`src/rtl/sub_seq16_if.sv`:
```
// Handshake and data bus of the sequential 8/16-bit subtractor.
// The master drives the operation request and operands; the slave (the
// subtractor) returns busy/done, the difference and the 8085-style flags.
interface sub_seq16_if;
    logic        iStart;
    logic        iWide;
    logic        iUseB;
    logic        iCY;
    logic [15:0] iJ;
    logic [15:0] iK;
    logic        oBusy;
    logic        oDone;
    logic [15:0] oD;
    logic [7:0]  oF;

    modport master (
        output iStart, iWide, iUseB, iCY, iJ, iK,
        input  oBusy, oDone, oD, oF
    );

    modport slave (
        input  iStart, iWide, iUseB, iCY, iJ, iK,
        output oBusy, oDone, oD, oF
    );
endinterface

```
`src/rtl/sub_seq16.sv`:
```
// Byte-serial subtractor: SUB/SBB on one byte or DSUB on two bytes, one
// byte per clock, with 8085 flag layout {S,Z,0,AC,0,P,1,CY}.
//
// state | meaning
// ------+---------------------------------------------------------------
// IDLE  | waiting for iStart; operands and borrow-in latched on start
// LO    | low byte difference, borrow-out and bit-3 borrow stored
// HI    | high byte difference, chained from the low-byte borrow (16-bit)
// FIN   | flags computed from the final byte, oDone pulsed
module sub_seq16 #(
    parameter int NBYTES = 2
) (
    input  logic         iClock,
    input  logic         iReset,
    sub_seq16_if.slave   bus
);
    localparam int DW = 8 * NBYTES;

    typedef enum logic [1:0] {
        S_IDLE = 2'd0,
        S_LO   = 2'd1,
        S_HI   = 2'd2,
        S_FIN  = 2'd3
    } state_t;

    state_t        r_state;
    logic [DW-1:0] r_j;
    logic [DW-1:0] r_k;
    logic [DW-1:0] r_d;
    logic          r_wide;
    logic          r_bin;
    logic          r_cy;
    logic          r_ac;
    logic          r_busy;
    logic          r_done;
    logic [7:0]    r_f;

    logic [7:0]    w_a;
    logic [7:0]    w_b;
    logic          w_bin;
    logic [8:0]    w_full;
    logic [4:0]    w_nib;
    logic [7:0]    w_diff;
    logic          w_bout;
    logic          w_ac;
    logic [7:0]    w_fbyte;
    logic          w_s;
    logic          w_z;
    logic          w_p;

    // One shared byte subtractor; the state picks which operand byte and
    // which borrow-in feed it (HI chains the stored low-byte borrow).
    always_comb begin
        w_a     = (r_state == S_HI) ? r_j[15:8] : r_j[7:0];
        w_b     = (r_state == S_HI) ? r_k[15:8] : r_k[7:0];
        w_bin   = (r_state == S_HI) ? r_cy : r_bin;
        w_full  = {1'b0, w_a} - {1'b0, w_b} - {8'd0, w_bin};
        w_nib   = {1'b0, w_a[3:0]} - {1'b0, w_b[3:0]} - {4'd0, w_bin};
        w_diff  = w_full[7:0];
        w_bout  = w_full[8];
        w_ac    = w_nib[4];
        w_fbyte = r_wide ? r_d[15:8] : r_d[7:0];
        w_s     = w_fbyte[7];
        w_z     = r_wide ? (r_d == '0) : (r_d[7:0] == 8'h00);
        w_p     = ~^w_fbyte;
    end

    // Sequencer with registered busy/done/result/flags; reset aborts any
    // operation and leaves the flags at their reset value.
    always_ff @(posedge iClock or posedge iReset) begin
        if (iReset) begin
            r_state <= S_IDLE;
            r_j     <= '0;
            r_k     <= '0;
            r_d     <= '0;
            r_wide  <= 1'b0;
            r_bin   <= 1'b0;
            r_cy    <= 1'b0;
            r_ac    <= 1'b0;
            r_busy  <= 1'b0;
            r_done  <= 1'b0;
            r_f     <= 8'h02;
        end else begin
            r_done <= 1'b0;
            case (r_state)
                S_IDLE: begin
                    if (bus.iStart) begin
                        r_j     <= bus.iJ;
                        r_k     <= bus.iK;
                        r_wide  <= bus.iWide;
                        r_bin   <= bus.iUseB & bus.iCY;
                        r_busy  <= 1'b1;
                        r_state <= S_LO;
                    end
                end
                S_LO: begin
                    r_d[7:0] <= w_diff;
                    if (!r_wide) begin
                        r_d[15:8] <= 8'h00;
                    end
                    r_cy    <= w_bout;
                    r_ac    <= w_ac;
                    r_state <= r_wide ? S_HI : S_FIN;
                end
                S_HI: begin
                    r_d[15:8] <= w_diff;
                    r_cy      <= w_bout;
                    r_ac      <= w_ac;
                    r_state   <= S_FIN;
                end
                S_FIN: begin
                    r_f     <= {w_s, w_z, 1'b0, r_ac, 1'b0, w_p, 1'b1, r_cy};
                    r_done  <= 1'b1;
                    r_busy  <= 1'b0;
                    r_state <= S_IDLE;
                end
                default: begin
                    r_state <= S_IDLE;
                end
            endcase
        end
    end

    assign bus.oBusy = r_busy;
    assign bus.oDone = r_done;
    assign bus.oD    = r_d;
    assign bus.oF    = r_f;
endmodule

```
`src/flat_wrapper.sv`:
```
// flat-port wrapper written by rule: the top's interface ports become plain ports
module sub_seq16_flat 
#(
    parameter int NBYTES = 2
)
  (iClock, iReset, bus_iStart, bus_iWide, bus_iUseB, bus_iCY, bus_iJ, bus_iK, bus_oBusy, bus_oDone, bus_oD, bus_oF);
  sub_seq16_if bus_i ();
  input  logic iClock;
  input  logic iReset;
  input wire logic [$bits(bus_i.iStart)-1:0] bus_iStart;
  input wire logic [$bits(bus_i.iWide)-1:0] bus_iWide;
  input wire logic [$bits(bus_i.iUseB)-1:0] bus_iUseB;
  input wire logic [$bits(bus_i.iCY)-1:0] bus_iCY;
  input wire logic [$bits(bus_i.iJ)-1:0] bus_iJ;
  input wire logic [$bits(bus_i.iK)-1:0] bus_iK;
  output wire logic [$bits(bus_i.oBusy)-1:0] bus_oBusy;
  output wire logic [$bits(bus_i.oDone)-1:0] bus_oDone;
  output wire logic [$bits(bus_i.oD)-1:0] bus_oD;
  output wire logic [$bits(bus_i.oF)-1:0] bus_oF;
  assign bus_i.iStart = bus_iStart;
  assign bus_i.iWide = bus_iWide;
  assign bus_i.iUseB = bus_iUseB;
  assign bus_i.iCY = bus_iCY;
  assign bus_i.iJ = bus_iJ;
  assign bus_i.iK = bus_iK;
  assign bus_oBusy = bus_i.oBusy;
  assign bus_oDone = bus_i.oDone;
  assign bus_oD = bus_i.oD;
  assign bus_oF = bus_i.oF;
  sub_seq16 #(.NBYTES(NBYTES)) u_core (.iClock(iClock), .iReset(iReset), .bus(bus_i));
endmodule
```
`config.mk`:
```
export PLATFORM = sky130hd
export DESIGN_NAME = sub_seq16_flat
export DESIGN_NICKNAME = d
export VERILOG_FILES = /design/src/rtl/sub_seq16_if.sv /design/src/rtl/sub_seq16.sv /design/src/flat_wrapper.sv
export SDC_FILE = /design/constraint.sdc
export NUM_CORES = 1
export LEC_CHECK = 0
export BUFFER_PORTS_ARGS = -buffer_cell sky130_fd_sc_hd__buf_2
export CORE_ASPECT_RATIO = 1.25
export CORE_MARGIN = 1.5
export CORE_UTILIZATION = 49
export DETAILED_ROUTE_END_ITERATION = 8
export PLACE_DENSITY_LB_ADDON = 0.08
export REMOVE_ABC_BUFFERS = 1
export SLEW_MARGIN = 20
export SYNTH_ARGS = -nofsm -noshare
export SYNTH_HDL_FRONTEND = slang
export SYNTH_SLANG_ARGS = --single-unit
```
`constraint.sdc`:
```
create_clock -name iClock -period 3.2 [get_ports iClock]
set_clock_uncertainty 0.05 [all_clocks]
set_input_delay 0.16 -clock iClock [delete_from_list [all_inputs] [get_ports iClock]]
set_output_delay 0.16 -clock iClock [all_outputs]
set_load 0.01 [all_outputs]
```
# --- Word level (Yosys, flattened, before mapping) ---
# Index checks and enable logic that the tools add are counted.
word_totals:
  register_bits: 61
  input_bits: 38
  out_inout_bits: 26
  word_cells: 45
op_classes:
  reduce_logical: 10
  bitwise: 1
  mux: 13
  n_eq_ne: 5
  n_addsub: 4
op_table:
  columns: ["op", "n"]
  rows:
  - ["$mux W8", 4]
  - ["$logic_not A16 Y1", 1]
  - ["$pmux W8 S2", 1]
  - ["$sub A8 B8 Y9", 1]
  - ["$sub A9 B1 Y9", 1]
  - ["$logic_not A8 Y1", 1]
  - ["$pmux W2 S4", 1]
  - ["$reduce_xnor A8 Y1", 1]
  - ["$reduce_and A2 Y1", 3]
  - ["$mux W1", 5]
  - ["$sub A4 B4 Y5", 1]
  - ["$sub A5 B1 Y5", 1]
  - ["$eq A2 B2 Y1 const B", 2]
  - ["$ne A2 B2 Y1 const B", 2]
  - ["$reduce_bool A2 Y1", 2]
  - ["$eq A2 B1 Y1 const B", 1]
  - ["$logic_not A2 Y1", 1]
  - ["$mux W2", 1]
  - ["$pmux W1 S2", 1]
  - ["$reduce_or A2 Y1", 1]
  - ["$and A1 B1 Y1", 1]

# --- Logic depth before layout (Yosys ltp) ---
depth:
  word_depth: 5
  ltp_mapped: 14

# --- Worst setup path after synthesis ---
# No wires, ideal clock.
synth_path:
  path_kind: "register to register"
  startpoint: "register u_core.r_state[0]"
  endpoint: "register u_core.r_d[7], in the netlist u_core.bus.oD[7]"
  path_buffers: 2
  stages_incl_launch_ff: 14
  setup_ps: 125
  path_slack_ps: 47
  t_arrival_ps: 2979
  cell_sequence: "dfrtp_1 > inv_1 > ha_1 > buf_2 > buf_2 > mux2_2 > fa_1 > inv_1 > ha_1 > a41oi_2 > o21a_2 > o21bai_1 > xor2_1 > mux2_2"
synth_via:
  elab_chain_cells: 4
synth_lines:
  columns: ["item", "line", "rtl"]
  rows:
  - ["from (decl)", "sub_seq16.sv:26", "state_t r_state;"]
  - ["from (signal assigned)", "sub_seq16.sv:103", "r_state <= r_wide ? S_HI : S_FIN;"]
  - ["$eq A2 B2 Y1", "sub_seq16.sv:54, sub_seq16.sv:55, sub_seq16.sv:56", null]
  - ["$mux W8 (on tied branches)", "sub_seq16.sv:54, sub_seq16.sv:55", null]
  - ["$sub A8 B8 Y9", "sub_seq16.sv:57", "w_full = {1'b0, w_a} - {1'b0, w_b} - {8'd0, w_bin};"]
  - ["$sub A9 B1 Y9", "sub_seq16.sv:57", null]
  - ["to (signal assigned)", "sub_seq16.sv:97", "r_d[7:0] <= w_diff;"]
  - ["to (decl)", "sub_seq16.sv:29", "logic [DW-1:0] r_d;"]
# Parallel ways exist; a longest one is shown, timed or not.
# A chain may end at the register's enable or synchronous reset.

# --- Worst setup path after layout ---
layout_path:
  startpoint: "register u_core.r_state[0]"
  endpoint: "register u_core.r_d[6], in the netlist u_core.bus.oD[6]"
# The elaborated chain is that of the path after synthesis.

==> results.txt <==
----------------------------------------------------
[Outcome]
  Run status ... completed

[Finish]
  Final standard cell count with taps included and fillers excluded ... 436
  Share of layout cells above drive strength 1 ... 39.6%
  Antenna cell count ... 0
  Cell area after layout ... 3950 um2
  Net count of the finished layout ... 402
  Syn-to-layout area delta ... 26.8%

[Place]
  Total of buffers placed on input and output ports ... 60
  Placement Cell Area ... 3530 um2
  Last weighted congestion value of the routability-driven placer ... 0.775
  Number of cells after detailed placement ... 398
  HPWL after DPL ... 4340 um

[Route]
  Via count ... 2,185
  First-iteration detailed-routing DRC count ... 84
  Average wire length per cell after detail routing ... 13.5 um
  Number of DRC violations after detailed routing ... 0
  Final Routed Wirelength ... 5910 um
  DRT antenna net count ... 0
  Number of optimization iterations in the first detailed-route pass ... 4
  Vias per cell ... 5.01

[STA]
  Slew HR ... 45.1%
  Period Utilization, post-route ... 93.2%
  Final-report setup violation count ... 0
  Maximum achievable frequency ... 0.335 GHz
  Count of final max-slew check failures ... 0
  Worst Hold Margin ... 7.51 ps
  Unrepaired setup endpoints after global routing ... no
  Final critical path time including I/O delays and setup ... 2980 ps
  Hold Vio Cnt, Final ... 0
  Sum of negative setup slack ... 0 ps
  Pin slew with the least headroom to its limit ... 822 ps

[Logic synthesis]
  Most frequent cells after synthesis ... sky130_fd_sc_hd__dfrtp_1, sky130_fd_sc_hd__mux2_2, sky130_fd_sc_hd__inv_1, sky130_fd_sc_hd__ha_1, sky130_fd_sc_hd__a21oi_1
  Share of the synthesized area in compound gates (AO/OA/AOI/OAI) ... 7.46%
  Number of synthesized register bits ... 61
  EDFF count, synth ... 0
  Area leader, netlist ... sky130_fd_sc_hd__dfrtp_1
  Area share of the leading cell type in the synthesized netlist ... 49.0%
  Post-Synth XOR/XNOR Area ... 5.34%
  Portion of the post-synthesis area used by sequential elements ... 49.0%
  Count of synthesis-stage warnings from yosys ... 0
  Mux cell area share after synthesis ... 21.8%
  Top area cells in the synthesized netlist ... sky130_fd_sc_hd__dfrtp_1, sky130_fd_sc_hd__mux2_2, sky130_fd_sc_hd__ha_1
  Most frequently used cell type in the post-synthesis netlist ... sky130_fd_sc_hd__dfrtp_1
  Distinct cells, synth ... 31
  Share of async-settable or async-resettable flops after synthesis ... 100%
  Dominant synthesized flop cell ... sky130_fd_sc_hd__dfrtp_1
  Simple-gate area share of the yosys netlist ... 4.41%
  Mean Syn Cell Area ... 12.2 um2
  Number of standard cells after synthesis ... 256
  Dominant combinational cell family by area after synthesis ... multiplexers
  Adder-Cell Fraction of Synth Area ... 7.70%
  Synth Cell Area ... 3120 um2

[Die]
  Die Footprint ... 6850 um2
  Die span in y ... 92.2 um
  Initial Util ... 50.6%
  Placement Rows ... 32
  Overall die width ... 74.4 um
  Core area ... 6170 um2
  Ports placed on the boundary ... 64

[Clocking]
  Clock latency at the later pin of the worst-skew pair ... 340 ps
  # H-tree levels ... 3
  Number of buffers added by the clock tree synthesis step ... 9
  Number of clock sinks ... 61
  Maximum number of buffers from clock root to sink ... 2
  CTS tree ... done
  Clock tree root buffer cell ... sky130_fd_sc_hd__clkbuf_8
  Clk pin slew, worst setup/hold paths ... 70 ps
  Setup repair bufs after CTS ... 0

[GRT]
  Wire length of the first global-routing pass ... 9650 um
  GR Util All Layers ... 19.0%
  Overflow left after global routing ... 0
  Initial antenna violation count ... 0
  Vias in the first global route ... 2,091
  Largest net degree at the start of global routing ... 40

[Worst setup path]
  Largest fanout of any net on the critical path ... 9
  Worst path required time ... 3370 ps
  Endpoint kind of the worst setup timing path ... flop
  Critical path launch point type ... flop
  Setup CP Type ... reg -> reg
  Worst endpoint data arrival time ... 3150 ps

[Run]
  Max Cap Violations ... 0

[Worst hold path]
  Hold Crit Class ... in -> reg

----------------------------------------------------
## layout make-up
type                            count  area (um2)
Multi-Input combinational cell    166        1480
Tap cell                           85         106
Clock buffer                       12         145
Fill cell                         543        2210
Inverter                           18        67.6
Sequential cell                    61        1530
Timing Repair Buffer               90         581
Clock inverter                      4        47.5
## cell usage in the layout, fill, tap and decap left out, types with 3 or more instances in the layout
cell type                       count
sky130_fd_sc_hd__a22o_1             5
sky130_fd_sc_hd__buf_2             60
sky130_fd_sc_hd__o21ai_0            6
sky130_fd_sc_hd__nand2_1            9
sky130_fd_sc_hd__conb_1             3
sky130_fd_sc_hd__mux2i_1            9
sky130_fd_sc_hd__inv_1             17
sky130_fd_sc_hd__a21oi_1           14
sky130_fd_sc_hd__buf_4              8
sky130_fd_sc_hd__dfrtp_1           61
sky130_fd_sc_hd__xor2_1             6
sky130_fd_sc_hd__ha_1              15
sky130_fd_sc_hd__clkbuf_8          10
sky130_fd_sc_hd__xnor2_1           13
sky130_fd_sc_hd__dlygate4sd3_1     22
sky130_fd_sc_hd__nor2_1            12
sky130_fd_sc_hd__mux2_2            51
sky130_fd_sc_hd__o31ai_1            3
## repair_timing
action | 4_1_cts | 5_1_grt
setup endpoints to repair | 0 | 6
hold buffers | 20 | 2
resized for setup | 0 | 2
hold endpoints to repair | 56 | 2
## cell families after synthesis
kind of cell	count (synthesis)
mux	61
flops	61
compound gates	35
simple gates	30
buf+inv	30
xor+xnor	19
fa+ha+maj	18
other cells	2
## sequential cells by signal (all words and copies together) (netlist names)
register	flops
u_core.bus.oD	16
u_core.r_j	16
u_core.r_k	16
u_core.bus.oF	5
u_core.r_state	2
u_core.bus.oBusy	1
u_core.bus.oDone	1
u_core.r_ac	1
u_core.r_bin	1
u_core.r_cy	1
u_core.r_wide	1
## worst paths after layout
check	from	end	slack, ps	depth (start not counted)
hold / removal	bus_iJ[8]	u_core.r_j[8]	8	2
setup / recovery	u_core.r_state[0]	u_core.bus.oD[6]	220	12
hold reg to reg	u_core.r_bin	u_core.r_bin	440	2
min in group asynchronous	iReset	u_core.r_j[14]	480	3
setup reg to reg	u_core.r_state[0]	u_core.bus.oD[6]	220	12
max in group asynchronous	iReset	u_core.r_cy	1910	4
## per-stage QoR
stage,worst slack (ps),util (%)
2_1_floorplan,-35.4,-
3_3_place_gp,124,57.2
3_5_place_dp,43.3,57.2
4_1_cts,24.9,63.6
5_1_grt,53.0,64.1
6_report,218,64.1
## worst max-delay path, cell delays in order, from the launching register on
cell	delay (ps)
sky130_fd_sc_hd__dfrtp_1	430
sky130_fd_sc_hd__inv_1	140
sky130_fd_sc_hd__ha_4	230
sky130_fd_sc_hd__mux2_2	370
sky130_fd_sc_hd__fa_1	410
sky130_fd_sc_hd__inv_1	100
sky130_fd_sc_hd__fa_1	210
sky130_fd_sc_hd__nand2b_1	130
sky130_fd_sc_hd__a21oi_2	70
sky130_fd_sc_hd__o21bai_1	190
sky130_fd_sc_hd__a21oi_1	110
sky130_fd_sc_hd__xnor2_1	160
sky130_fd_sc_hd__mux2_2	270
## metal layers
| layer | global-route usage (%) | vias up | wire, um |
|---|---|---|---|
| met3 | 4.18 | 12 | 217 |
| met5 | 0 | - | 0 |
| met2 | 30.0 | 55 | 2890 |
| met4 | 10.5 | 0 | 156 |
| li1 | - | 1060 | - |
| met1 | 23.6 | 1058 | 2640 |
Power is not shown: default switching activity piles up to over one toggle a cycle in this logic, so the estimate is an artifact.
